### src/rtl/self_awareness_pkg.sv
// Shared definitions for the task dispatcher and the node-side pollers.
// Covers the control-space address decode, AXI-lite response codes and bus FSM states.
package self_awareness_pkg;

   localparam int AXI_ADDR_W    = 32;
   localparam int AXI_DATA_W    = 32;
   localparam int INDEX_CONTROL = 8;
   localparam int INDEX_PROG    = 7;
   localparam int PICO_MSB      = 6;
   localparam int PICO_LSB      = 2;
   localparam int ID_W          = PICO_MSB - PICO_LSB + 1;

   localparam logic [1:0] AXI_RESP_OKAY   = 2'b00;
   localparam logic [1:0] AXI_RESP_SLVERR = 2'b10;

   typedef enum logic [1:0] {
      AXI_IDLE,
      AXI_RD_RESP,
      AXI_WR_DATA,
      AXI_WR_RESP
   } axi_state_t;

   function automatic logic [ID_W-1:0] node_id(input logic [AXI_ADDR_W-1:0] addr);
      return addr[PICO_MSB:PICO_LSB];
   endfunction

   // A slot address must sit in the control/program window and name an existing node.
   function automatic logic addr_legal(input logic [AXI_ADDR_W-1:0] addr, input int num_nodes);
      return addr[INDEX_CONTROL] && addr[INDEX_PROG] && (int'(node_id(addr)) < num_nodes);
   endfunction

endpackage

### src/rtl/if_axi_light.sv
// Minimal AXI-lite bundle shared by the pollers (master) and the dispatcher (slave).
interface if_axi_light;
   import self_awareness_pkg::*;

   logic                  awvalid;
   logic                  awready;
   logic [AXI_ADDR_W-1:0] awaddr;
   logic                  wvalid;
   logic                  wready;
   logic [AXI_DATA_W-1:0] wdata;
   logic [3:0]            wstrb;
   logic                  bvalid;
   logic                  bready;
   logic [1:0]            bresp;
   logic                  arvalid;
   logic                  arready;
   logic [AXI_ADDR_W-1:0] araddr;
   logic                  rvalid;
   logic                  rready;
   logic [AXI_DATA_W-1:0] rdata;
   logic [1:0]            rresp;

   modport slave (
      input  awvalid, awaddr, wvalid, wdata, wstrb, bready, arvalid, araddr, rready,
      output awready, wready, bvalid, bresp, arready, rvalid, rdata, rresp
   );

   modport master (
      output awvalid, awaddr, wvalid, wdata, wstrb, bready, arvalid, araddr, rready,
      input  awready, wready, bvalid, bresp, arready, rvalid, rdata, rresp
   );

endinterface

### src/rtl/task_fifo.sv
// Synchronous FIFO holding pending program base addresses; head is visible on dout.
// Push when full and pop when empty are ignored, so count stays within 0..DEPTH.
module task_fifo #(
   parameter int WIDTH = 32,
   parameter int DEPTH = 8
) (
   input  logic                     clk,
   input  logic                     res,
   input  logic                     push,
   input  logic [WIDTH-1:0]         din,
   input  logic                     pop,
   output logic [WIDTH-1:0]         dout,
   output logic                     full,
   output logic                     empty,
   output logic [$clog2(DEPTH):0]   count
);

   localparam int PTR_W = $clog2(DEPTH);

   logic [WIDTH-1:0] mem [DEPTH];
   logic [PTR_W-1:0] wr_ptr;
   logic [PTR_W-1:0] rd_ptr;
   logic [PTR_W:0]   count_q;
   logic             do_push;
   logic             do_pop;

   assign full    = (count_q == (PTR_W+1)'(DEPTH));
   assign empty   = (count_q == '0);
   assign do_push = push && !full;
   assign do_pop  = pop && !empty;
   assign dout    = mem[rd_ptr];
   assign count   = count_q;

   // NOTE: storage has no reset; entries are only meaningful between rd_ptr and wr_ptr.
   always_ff @(posedge clk) begin
      if (do_push) mem[wr_ptr] <= din;
   end

   always_ff @(posedge clk) begin
      if (res) begin
         wr_ptr  <= '0;
         rd_ptr  <= '0;
         count_q <= '0;
      end else begin
         if (do_push) wr_ptr <= wr_ptr + PTR_W'(1);
         if (do_pop)  rd_ptr <= rd_ptr + PTR_W'(1);
         case ({do_push, do_pop})
            2'b10:   count_q <= count_q + (PTR_W+1)'(1);
            2'b01:   count_q <= count_q - (PTR_W+1)'(1);
            default: count_q <= count_q;
         endcase
      end
   end

endmodule

### src/rtl/task_dispatcher.sv
// Holds one program slot per node, queues host programs and hands them to idle nodes round-robin.
// Nodes poll their slot over AXI-lite and release it by writing zero.
module task_dispatcher
   import self_awareness_pkg::*;
#(
   parameter int NUM_NODES  = 4,
   parameter int FIFO_DEPTH = 8
) (
   input  logic                          clk,
   input  logic                          res,
   if_axi_light.slave                    s_axi,
   input  logic                          task_valid,
   input  logic [AXI_DATA_W-1:0]         task_addr,
   output logic                          task_ready,
   output logic                          task_err,
   output logic                          done_valid,
   output logic [ID_W-1:0]               done_id,
   output logic [NUM_NODES-1:0]          busy_mask,
   output logic [$clog2(FIFO_DEPTH):0]   fifo_count
);

   localparam int NODE_W = (NUM_NODES > 1) ? $clog2(NUM_NODES) : 1;

   axi_state_t            state_q, state_d;
   logic [AXI_ADDR_W-1:0] aw_addr_q;
   logic [AXI_ADDR_W-1:0] w_addr;
   logic [AXI_DATA_W-1:0] rdata_q;
   logic [1:0]            rresp_q;
   logic [1:0]            bresp_q;
   logic                  aw_take, w_take, ar_take;

   logic [AXI_DATA_W-1:0] slot_q [NUM_NODES];
   logic [AXI_DATA_W-1:0] slot_d [NUM_NODES];
   logic [NUM_NODES-1:0]  busy_q;
   logic [NUM_NODES-1:0]  slot_clear;
   logic [NUM_NODES-1:0]  idle;
   logic [NODE_W-1:0]     rr_ptr_q;
   logic                  task_err_q, done_valid_q;
   logic [ID_W-1:0]       done_id_q;

   logic [ID_W-1:0]       wr_id, rd_id;
   logic                  wr_legal, rd_legal;
   logic [1:0]            wr_resp;
   logic [AXI_DATA_W-1:0] rd_slot;

   logic                  pick_valid;
   int                    pick_idx;
   logic                  dispatch;
   logic                  fifo_push, fifo_full, fifo_empty;
   logic [AXI_DATA_W-1:0] fifo_head;
   logic                  unused_wstrb;

   assign unused_wstrb = ^s_axi.wstrb;

   assign task_ready = !fifo_full;
   assign fifo_push  = task_valid && task_ready && (task_addr != '0);

   task_fifo #(.WIDTH(AXI_DATA_W), .DEPTH(FIFO_DEPTH)) u_fifo (
      .clk   (clk),
      .res   (res),
      .push  (fifo_push),
      .din   (task_addr),
      .pop   (dispatch),
      .dout  (fifo_head),
      .full  (fifo_full),
      .empty (fifo_empty),
      .count (fifo_count)
   );

   // Bus handshakes; readies are held low while res is asserted.
   always_comb begin
      // NOTE: every output of this block gets a default first so no latch is inferred.
      state_d       = state_q;
      s_axi.awready = 1'b0;
      s_axi.wready  = 1'b0;
      s_axi.arready = 1'b0;
      s_axi.rvalid  = 1'b0;
      s_axi.bvalid  = 1'b0;
      aw_take       = 1'b0;
      w_take        = 1'b0;
      ar_take       = 1'b0;
      w_addr        = aw_addr_q;
      if (!res) begin
         case (state_q)
            AXI_IDLE: begin
               if (s_axi.awvalid) begin
                  s_axi.awready = 1'b1;
                  aw_take       = 1'b1;
                  if (s_axi.wvalid) begin
                     s_axi.wready = 1'b1;
                     w_take       = 1'b1;
                     w_addr       = s_axi.awaddr;
                     state_d      = AXI_WR_RESP;
                  end else begin
                     state_d      = AXI_WR_DATA;
                  end
               end else if (s_axi.arvalid) begin
                  s_axi.arready = 1'b1;
                  ar_take       = 1'b1;
                  state_d       = AXI_RD_RESP;
               end
            end
            AXI_RD_RESP: begin
               s_axi.rvalid = 1'b1;
               if (s_axi.rready) state_d = AXI_IDLE;
            end
            AXI_WR_DATA: begin
               s_axi.wready = 1'b1;
               if (s_axi.wvalid) begin
                  w_take  = 1'b1;
                  state_d = AXI_WR_RESP;
               end
            end
            AXI_WR_RESP: begin
               s_axi.bvalid = 1'b1;
               if (s_axi.bready) state_d = AXI_IDLE;
            end
            default: state_d = AXI_IDLE;
         endcase
      end
   end

   assign s_axi.rdata = rdata_q;
   assign s_axi.rresp = rresp_q;
   assign s_axi.bresp = bresp_q;

   // Address decode, slot release and round-robin pick of the next idle slot.
   always_comb begin
      rd_id    = node_id(s_axi.araddr);
      rd_legal = addr_legal(s_axi.araddr, NUM_NODES);
      wr_id    = node_id(w_addr);
      wr_legal = addr_legal(w_addr, NUM_NODES);
      wr_resp  = (wr_legal && (s_axi.wdata == '0)) ? AXI_RESP_OKAY : AXI_RESP_SLVERR;
      rd_slot  = '0;
      for (int i = 0; i < NUM_NODES; i++) begin
         if (int'(rd_id) == i) rd_slot = slot_q[i];
         slot_clear[i] = w_take && wr_legal && (int'(wr_id) == i) &&
                         (s_axi.wdata == '0) && (slot_q[i] != '0);
         idle[i]       = (slot_q[i] == '0) && !slot_clear[i];
      end
      pick_valid = 1'b0;
      pick_idx   = 0;
      for (int k = 0; k < NUM_NODES; k++) begin
         if (!pick_valid && idle[(int'(rr_ptr_q) + k) % NUM_NODES]) begin
            pick_valid = 1'b1;
            pick_idx   = (int'(rr_ptr_q) + k) % NUM_NODES;
         end
      end
      dispatch = pick_valid && !fifo_empty;
      for (int i = 0; i < NUM_NODES; i++) begin
         slot_d[i] = slot_q[i];
         if (slot_clear[i]) slot_d[i] = '0;
         if (dispatch && (pick_idx == i)) slot_d[i] = fifo_head;
      end
   end

   always_ff @(posedge clk) begin
      if (res) begin
         state_q   <= AXI_IDLE;
         aw_addr_q <= '0;
         rdata_q   <= '0;
         rresp_q   <= AXI_RESP_OKAY;
         bresp_q   <= AXI_RESP_OKAY;
      end else begin
         state_q <= state_d;
         if (aw_take) aw_addr_q <= s_axi.awaddr;
         if (ar_take) begin
            rdata_q <= rd_legal ? rd_slot : '0;
            rresp_q <= rd_legal ? AXI_RESP_OKAY : AXI_RESP_SLVERR;
         end
         if (w_take) bresp_q <= wr_resp;
      end
   end

   always_ff @(posedge clk) begin
      if (res) begin
         for (int i = 0; i < NUM_NODES; i++) slot_q[i] <= '0;
         busy_q       <= '0;
         rr_ptr_q     <= '0;
         task_err_q   <= 1'b0;
         done_valid_q <= 1'b0;
         done_id_q    <= '0;
      end else begin
         for (int i = 0; i < NUM_NODES; i++) begin
            slot_q[i] <= slot_d[i];
            busy_q[i] <= (slot_d[i] != '0);
         end
         if (dispatch) rr_ptr_q <= NODE_W'((pick_idx + 1) % NUM_NODES);
         task_err_q   <= task_valid && task_ready && (task_addr == '0);
         done_valid_q <= |slot_clear;
         if (|slot_clear) done_id_q <= wr_id;
      end
   end

   assign busy_mask  = busy_q;
   assign task_err   = task_err_q;
   assign done_valid = done_valid_q;
   assign done_id    = done_id_q;

endmodule
### src/flat_wrapper.sv
// flat-port wrapper written by rule: the top's interface ports become plain ports
module task_dispatcher_flat import self_awareness_pkg::*;
#(
   parameter int NUM_NODES  = 4,
   parameter int FIFO_DEPTH = 8
)
  (clk, res, task_valid, task_addr, task_ready, task_err, done_valid, done_id, busy_mask, fifo_count, s_axi_awvalid, s_axi_awaddr, s_axi_wvalid, s_axi_wdata, s_axi_wstrb, s_axi_bready, s_axi_arvalid, s_axi_araddr, s_axi_rready, s_axi_awready, s_axi_wready, s_axi_bvalid, s_axi_bresp, s_axi_arready, s_axi_rvalid, s_axi_rdata, s_axi_rresp);
  if_axi_light s_axi_i ();
  input  logic clk;
  input  logic res;
  input  logic task_valid;
  input  logic [AXI_DATA_W-1:0] task_addr;
  output logic task_ready;
  output logic task_err;
  output logic done_valid;
  output logic [ID_W-1:0] done_id;
  output logic [NUM_NODES-1:0] busy_mask;
  output logic [$clog2(FIFO_DEPTH):0] fifo_count;
  input wire logic [$bits(s_axi_i.awvalid)-1:0] s_axi_awvalid;
  input wire logic [$bits(s_axi_i.awaddr)-1:0] s_axi_awaddr;
  input wire logic [$bits(s_axi_i.wvalid)-1:0] s_axi_wvalid;
  input wire logic [$bits(s_axi_i.wdata)-1:0] s_axi_wdata;
  input wire logic [$bits(s_axi_i.wstrb)-1:0] s_axi_wstrb;
  input wire logic [$bits(s_axi_i.bready)-1:0] s_axi_bready;
  input wire logic [$bits(s_axi_i.arvalid)-1:0] s_axi_arvalid;
  input wire logic [$bits(s_axi_i.araddr)-1:0] s_axi_araddr;
  input wire logic [$bits(s_axi_i.rready)-1:0] s_axi_rready;
  output wire logic [$bits(s_axi_i.awready)-1:0] s_axi_awready;
  output wire logic [$bits(s_axi_i.wready)-1:0] s_axi_wready;
  output wire logic [$bits(s_axi_i.bvalid)-1:0] s_axi_bvalid;
  output wire logic [$bits(s_axi_i.bresp)-1:0] s_axi_bresp;
  output wire logic [$bits(s_axi_i.arready)-1:0] s_axi_arready;
  output wire logic [$bits(s_axi_i.rvalid)-1:0] s_axi_rvalid;
  output wire logic [$bits(s_axi_i.rdata)-1:0] s_axi_rdata;
  output wire logic [$bits(s_axi_i.rresp)-1:0] s_axi_rresp;
  assign s_axi_i.awvalid = s_axi_awvalid;
  assign s_axi_i.awaddr = s_axi_awaddr;
  assign s_axi_i.wvalid = s_axi_wvalid;
  assign s_axi_i.wdata = s_axi_wdata;
  assign s_axi_i.wstrb = s_axi_wstrb;
  assign s_axi_i.bready = s_axi_bready;
  assign s_axi_i.arvalid = s_axi_arvalid;
  assign s_axi_i.araddr = s_axi_araddr;
  assign s_axi_i.rready = s_axi_rready;
  assign s_axi_awready = s_axi_i.awready;
  assign s_axi_wready = s_axi_i.wready;
  assign s_axi_bvalid = s_axi_i.bvalid;
  assign s_axi_bresp = s_axi_i.bresp;
  assign s_axi_arready = s_axi_i.arready;
  assign s_axi_rvalid = s_axi_i.rvalid;
  assign s_axi_rdata = s_axi_i.rdata;
  assign s_axi_rresp = s_axi_i.rresp;
  task_dispatcher #(.NUM_NODES(NUM_NODES), .FIFO_DEPTH(FIFO_DEPTH)) u_core (.clk(clk), .res(res), .s_axi(s_axi_i), .task_valid(task_valid), .task_addr(task_addr), .task_ready(task_ready), .task_err(task_err), .done_valid(done_valid), .done_id(done_id), .busy_mask(busy_mask), .fifo_count(fifo_count));
endmodule
### config.mk
export PLATFORM = sky130hd
export DESIGN_NAME = task_dispatcher_flat
export DESIGN_NICKNAME = d
export VERILOG_FILES = /design/src/rtl/self_awareness_pkg.sv /design/src/rtl/if_axi_light.sv /design/src/rtl/task_fifo.sv /design/src/rtl/task_dispatcher.sv /design/src/flat_wrapper.sv
export SDC_FILE = /design/constraint.sdc
export NUM_CORES = 1
export LEC_CHECK = 0
export ABC_CLOCK_PERIOD_IN_PS = 6100
export BUFFER_PORTS_ARGS = -buffer_cell sky130_fd_sc_hd__buf_2
export CAP_MARGIN = 20
export CORE_MARGIN = 2
export CORE_UTILIZATION = 59
export DETAILED_ROUTE_END_ITERATION = 8
export PLACE_DENSITY = 0.9
export SLEW_MARGIN = 30
export SYNTH_ARGS = -nofsm -noshare
export SYNTH_HDL_FRONTEND = slang
export SYNTH_SLANG_ARGS = --single-unit
### constraint.sdc
create_clock -name clk -period 6.1 [get_ports clk]
set_input_delay 1.22 -clock clk [delete_from_list [all_inputs] [get_ports clk]]
set_output_delay 1.22 -clock clk [all_outputs]
set_load 0.01 [all_outputs]
==> impl_metrics.toml, run 1 <==
[floorplanning]
start_util_pct = 59.43
die_area_sq_mm = 0.03398
core_sq_mm = 0.03229
die_h_um = 184.3
core.rowCount = 66
io_pins = 197
dieWidth_um = 184.3

[clock_tree]
cts_setup_buffers = 0
cts-resized-gates = 0
cts_tree = "done"
clock_sinks = 453
clkTransAtPathRegs_ps = 60
cts_buffers = 44
htreeDepth = 2
clock_tree.buffer_depth = 3
hold_buffers = 0
cts-root-buf = "clkbuf_16"
worstSkewPairLatency_ps = 550

[pwr]
power_frac_seq_pct = 32.7
p_int_w = 0.006414
p_per_area_mw_per_mm2 = 527.5
clkPwrFrac_pct = 24.2
switching_share_pct = 44.10
ir_drop_mv = 1.220
p_switching_w = 0.005059
comb_power_share_pct = 43.2
p_leak_nw = 7.399

[synth]
ys.flop_type = "edfxtp_1"
synth_top_family_by_area = "multiplexers"
synthSimpleGateAreaFrac_pct = 10.69
syn_area_sq_mm = 0.01919
yosysSeqAreaShare_pct = 60.62
synth_compound_area_share_pct = 10.16
synth-seq-cells = 453
synth_xor_area_share_pct = 0.2282
synth_edf_count = 256
synth_cell_types = 57
synth_warnings = 0
synth_mux_area_share_pct = 12.04
synthAdderAreaFrac_pct = 0.6912
async_flop_share_pct = 0
avgSynthCellArea_sq_um = 12.69
syn_inst = 1512

[timing]
min_period_ps = 4315
max_slew_margin_pct = 31.29
timing.hold.ws_ps = 468.3
rsz0062_at_grt = "false"
period_share_pct = 70.74
hold_violations = 0
clock_skew_ps = 21.91
tns_ps = 0
fmaxAchievable_mhz = 231.7
tightest_slew_ps = 1030
final_max_slew_viol_count = 0
setup_viol = 0

[worst_setup_path]
cp.arrival_ps = 4710
crit_fanout = 35
crit_path_cell_trace = "nor4_1 > nand4_1 > nor2_1 > nor4_1 > buf_4 > nor2_1 > ha_1 > buf_4 > and3_1 > buf_4 > o31ai_1"
r2r-end = "u_core.slot_q[0][121]"
critPathKind = "flop to flop"
r2r_slack_ps = 1780
cp-start-kind = "flop"
required_ps = 6490
reg2regPathDepth = 11
cpMaxStageDelayCell = "and3_1"
endpoint_kind = "flop"
cpMostUsedCell = "buf_4"
timing.rr.start = "u_core.slot_q[0][112]"
critPathMaxStageDelay_ps = 690

[route]
drt_iter0_markers = 2033
ant_nets = 0
detail_route.wirelength_um = 51940
vias = 14075
avgViaCountPerCell = 6.767
dr.pass1.iters = 8
wl_per_cell_um = 24.97
drc = 0

[hold_path]
whs_endpoint = "u_core.done_id[3]"
hp-start = "u_core.done_id[3]"
hold_class = "flop to flop"
holdPathStages = 1

[grt]
antenna_found_initial = 1
grt_overflow = 0
grt_pass1_vias = 13744
grt_first_pass_wirelength_um = 78590
grt.total_usage_pct = 30.39
grt_max_degree = 88

[final_layout]
layoutNonFillerInstCount = 2080
syn_to_final_growth_pct = 13.35
final_util_pct = 67.36
n_fill_cell = 2161
layout_commonest_cell = "edfxtp_1"
layout.nets = 1753
drive_above_1_share_pct = 20.65
layout_common_cells = "256 x edfxtp_1, 195 x dfxtp_1, 142 x nand4_1"

[place]
place_inst = 1998
hpwl_um = 31240
io_buffers = 140
place_congestion = 0.8922

[run_status]
status = "complete, no violations"

[flow_run]
maxCapViolCount = 0
-- cell type report --
class / count / area [sq um] / share of cell area, %
clock inverter: 22 / 257.7 / 1.185
sequential: 453 / 11640 / 53.51
inverter: 138 / 518.0 / 2.381
clock buffer: 58 / 1225 / 5.632
timing repair buffer: 174 / 955.9 / 4.395
antenna: 1 / 2.502 / 0.01150
tap: 442 / 553.0 / 2.543
multi-input combinational: 792 / 6600 / 30.34
-- synth_stat cells (all sizes together) (9+ instances only) --
cell type / instances / area share [%]
a21oi: 25 / 0.65
edfxtp: 256 / 40
dfxtp: 197 / 21
nor2: 78 / 1.5
ha: 9 / 0.59
nand4: 142 / 4.6
mux2i: 71 / 3.7
o31ai: 129 / 5.0
mux4: 70 / 8.2
nand3: 9 / 0.23
o21ai: 19 / 0.50
nor4: 54 / 1.8
clkbuf: 99 / 1.9
inv: 138 / 2.7
buf: 31 / 0.92
a22oi: 65 / 2.5
and3: 18 / 0.59
nand2: 21 / 0.41
-- metal layers --
| metal | up-vias | GRT usage (%) | part of all wire [%] |
|---|---|---|---|
| met5 | - | 0 | 0 |
| met4 | 0 | 13.18 | 4.4 |
| met3 | 187 | 6.343 | 11 |
| met2 | 1093 | 51.38 | 49 |
| met1 | 6760 | 38.00 | 35 |
| li1 | 6035 | - | - |
-- kinds of logic (layout without fill, tap and decap cells) --
group | Yosys count | count (layout)
DFF | 453 | 453
and+or+nand+nor | 365 | 365
buffers and inverters | 268 | 392
AOI/OAI and AO/OA | 267 | 267
muxes | 143 | 143
adders and majority gates | 10 | 10
xor gates and xnor gates | 5 | 5
other | 1 | 3
-- power by group through the flow --
stage,clock (W),combinational (W),sequential [W]
floorplan,0,0.00337,0.00370
global placement,0,0.00456,0.00378
detailed placement,0,0.00468,0.00380
CTS,0.00279,0.00472,0.00374
global route,0.00291,0.00514,0.00378
finish,0.00277,0.00495,0.00375
-- stage by stage --
step | cell area [sq um] | total power [W] | setup WS, ps
after CTS | 21740 | 0.01126 | 2017
after global routing | 21750 | 0.01182 | 1667
after detailed placement | 20260 | 0.008476 | 1733
final | 21750 | 0.01147 | 1785
after floorplan | 19190 | 0.007066 | 508.3
after global placement | 20250 | 0.008335 | 1818
-- worst max-delay path by stage --
| stage | depth (start not counted) | end | startpoint | slack, ps |
|---|---|---|---|---|
| 2_1_floorplan | 4 | u_core.u_fifo.mem[2][0] | task_addr[28] | 510 |
| 3_3_place_gp | 8 | u_core.slot_q[0][15] | res | 1820 |
| 3_5_place_dp | 8 | u_core.slot_q[0][19] | res | 1730 |
| 4_1_cts | 5 | s_axi_bvalid | res | 2020 |
| 5_1_grt | 11 | u_core.slot_q[0][121] | u_core.slot_q[0][112] | 1670 |
| 6_report | 11 | u_core.slot_q[0][121] | u_core.slot_q[0][112] | 1780 |
-- flip-flops by register name (all words and copies together) (netlist names), 3 cells and up, named ones only --
| signal | count |
|---|---|
| u_core.u_fifo.mem | 256 |
| u_core.slot_q | 128 |
| u_core.s_axi.rdata | 32 |
| u_core.aw_addr_q | 7 |
| u_core.done_id | 5 |
| u_core.busy_mask | 4 |
| u_core.u_fifo.count | 4 |
| u_core.u_fifo.rd_ptr | 3 |
| u_core.u_fifo.wr_ptr | 3 |
-- worst max-delay path, delay by kind of cell, from the launching register on --
| family | cells | cell delay (ps) |
|---|---|---|
| fa+ha+maj | 1 | 180 |
| buf+inv | 3 | 1020 |
| compound gates | 1 | 130 |
| simple gates | 6 | 2480 |
| flops | 1 | 320 |
Power figures use the tool's default switching activity.
==> run 2, diff against run 1 <==
--- a/config.mk
+++ b/config.mk
@@ -5,13 +5,13 @@
 export SDC_FILE = /design/constraint.sdc
 export NUM_CORES = 1
 export LEC_CHECK = 0
-export ABC_CLOCK_PERIOD_IN_PS = 6100
+export ABC_CLOCK_PERIOD_IN_PS = 3700
 export BUFFER_PORTS_ARGS = -buffer_cell sky130_fd_sc_hd__buf_2
 export CAP_MARGIN = 20
 export CORE_MARGIN = 2
-export CORE_UTILIZATION = 59
+export CORE_UTILIZATION = 53
 export DETAILED_ROUTE_END_ITERATION = 8
-export PLACE_DENSITY = 0.9
+export PLACE_DENSITY = 0.86
 export SLEW_MARGIN = 30
 export SYNTH_ARGS = -nofsm -noshare
 export SYNTH_HDL_FRONTEND = slang
==> constraint.sdc (replaced) <==
create_clock -name clk -period 3.7 [get_ports clk]
set_input_delay 0.74 -clock clk [delete_from_list [all_inputs] [get_ports clk]]
set_output_delay 0.74 -clock clk [all_outputs]
set_load 0.01 [all_outputs]
==> impl_metrics.toml, run 2 (synthesis gave the netlist of run 1 again) <==
[grt]
antenna_found_initial = 1
grt_overflow = 0
grt_first_pass_wirelength_um = 78140
grt_max_degree = 143
grt.total_usage_pct = 26.38
grt_pass1_vias = 13740

[timing]
tightest_slew_ps = 949.5
min_period_ps = 3394
hold_violations = 0
max_slew_margin_pct = 36.64
fmaxAchievable_mhz = 294.6
setup_viol = 0
final_max_slew_viol_count = 0
period_share_pct = 91.73
rsz0062_at_grt = "false"
tns_ps = 0
clock_skew_ps = 35.75

[floorplanning]
core.rowCount = 69
die_area_sq_mm = 0.03774
core_sq_mm = 0.03557
dieWidth_um = 194.3
io_pins = 197
die_h_um = 194.3
start_util_pct = 53.95

[final_layout]
syn_to_final_growth_pct = 15.06
n_fill_cell = 2514
layout_commonest_cell = "edfxtp_1"
regMostFlops = "u_core.u_fifo.mem"
layoutNonFillerInstCount = 2124
multi_input_area_sq_mm = 0.006639
final-seq-area_sq_mm = 0.01164
drive_above_1_share_pct = 21.65
num_antenna_cells = 0
largest_register_ffs = 256
layout_common_cells = "256 x edfxtp_1, 195 x dfxtp_1, 142 x nand4_1"
layout.nets = 1785

[route]
top_layer_used = "met5"
wl_met1_um = 18930
dr.pass1.iters = 8
ant_nets = 0
avgViaCountPerCell = 6.646
vias = 14117
wl_met3_um = 5512
drt_iter0_markers = 1839
drc = 0
detail_route.wirelength_um = 50760
wl_per_cell_um = 23.90
wl_met2_um = 24300

[place]
place_congestion = 0.8837
io_buffers = 140
place_inst = 2049
hpwl_um = 31550

[clock_tree]
cts_tree = "done"
cts-resized-gates = 0
worstSkewPairLatency_ps = 580
clock_sinks = 453
cts-root-buf = "clkbuf_16"
htreeDepth = 2
cts_buffers = 45
clock_tree.buffer_depth = 3
clkTransAtPathRegs_ps = 60
cts_setup_buffers = 0
hold_buffers = 0

[flow_run]
maxCapViolCount = 0

[pwr]
ir_drop_mv = 2.967
p_per_area_mw_per_mm2 = 867.9
switching_share_pct = 43.66
p_switching_w = 0.008367
p_leak_nw = 7.541
p_total_w = 0.01916
comb_power_share_pct = 45.9
clkPwrFrac_pct = 22.2
power_frac_seq_pct = 31.9
p_int_w = 0.01080

[worst_setup_path]
critPathKind = "flop to flop"
endpoint_kind = "flop"
crit_fanout = 6
cp.arrival_ps = 3880
required_ps = 4190
crit_start = "u_core.slot_q[0][69]"
timing.rr.start = "u_core.slot_q[0][69]"
cp-start-kind = "flop"

[run_status]
status = "complete, no violations"

[hold_path]
hold_class = "input port to flop"
hp-start = "task_valid"
## run 2: per-stage QoR
step           utilization [%]  hold WS [ps]  area [sq um]  setup WS, ps
2_1_floorplan                -         447.1         19230         118.9
3_3_place_gp             58.26         455.6         20720         379.0
3_5_place_dp             58.26         463.4         20720         305.4
4_1_cts                  62.07         412.2         22080         408.7
5_1_grt                  62.07         423.7         22080         216.2
6_report                 62.07         420.3         22080         306.0
## run 2: path summary, 6_finish.rpt
| check | to | slack [ps] | depth (start not counted) |
|---|---|---|---|
| min | u_core.task_err | 420 | 3 |
| min reg2reg | u_core.done_id[2] | 470 | 1 |
| max reg2reg | u_core.u_fifo.count[3] | 310 | 12 |
| max | u_core.u_fifo.count[3] | 310 | 12 |
## run 2: routing by layer
layer	up-vias	track usage [%]
met5	-	0
met4	2	11.34
met3	167	5.966
met2	972	43.06
met1	6870	34.02
li1	6106	-
## run 2: power by group through the flow
stage               logic [W]  registers, W  clock network (W)
global placement      0.00817       0.00616                  0
CTS                   0.00848       0.00609            0.00430
detailed placement    0.00840       0.00619                  0
finish                0.00879       0.00611            0.00426
global route          0.00923       0.00614            0.00449
floorplan             0.00556       0.00609                  0
## run 2: final cells by class
type                    instances  share of cell area (%)
clock buffers                  60                   5.678
clock inverters                15                  0.4704
inverters                     138                   2.346
multi-input cells             792                   30.07
flip-flops and latches        453                   52.70
well taps                     461                   2.612
repair buffers                205                   6.120
## run 2: worst max-delay path, stage by stage, from the launching register on
cell and delay [ps]:
dfxtp_1 330, nor4_1 530, nand4_1 290, nor2_1 410
nor4_1 210, nor2_1 160, ha_1 200, ha_1 250
a21o_1 180, a21oi_1 180, xnor2_1 110, or3_1 330
a21oi_1 140
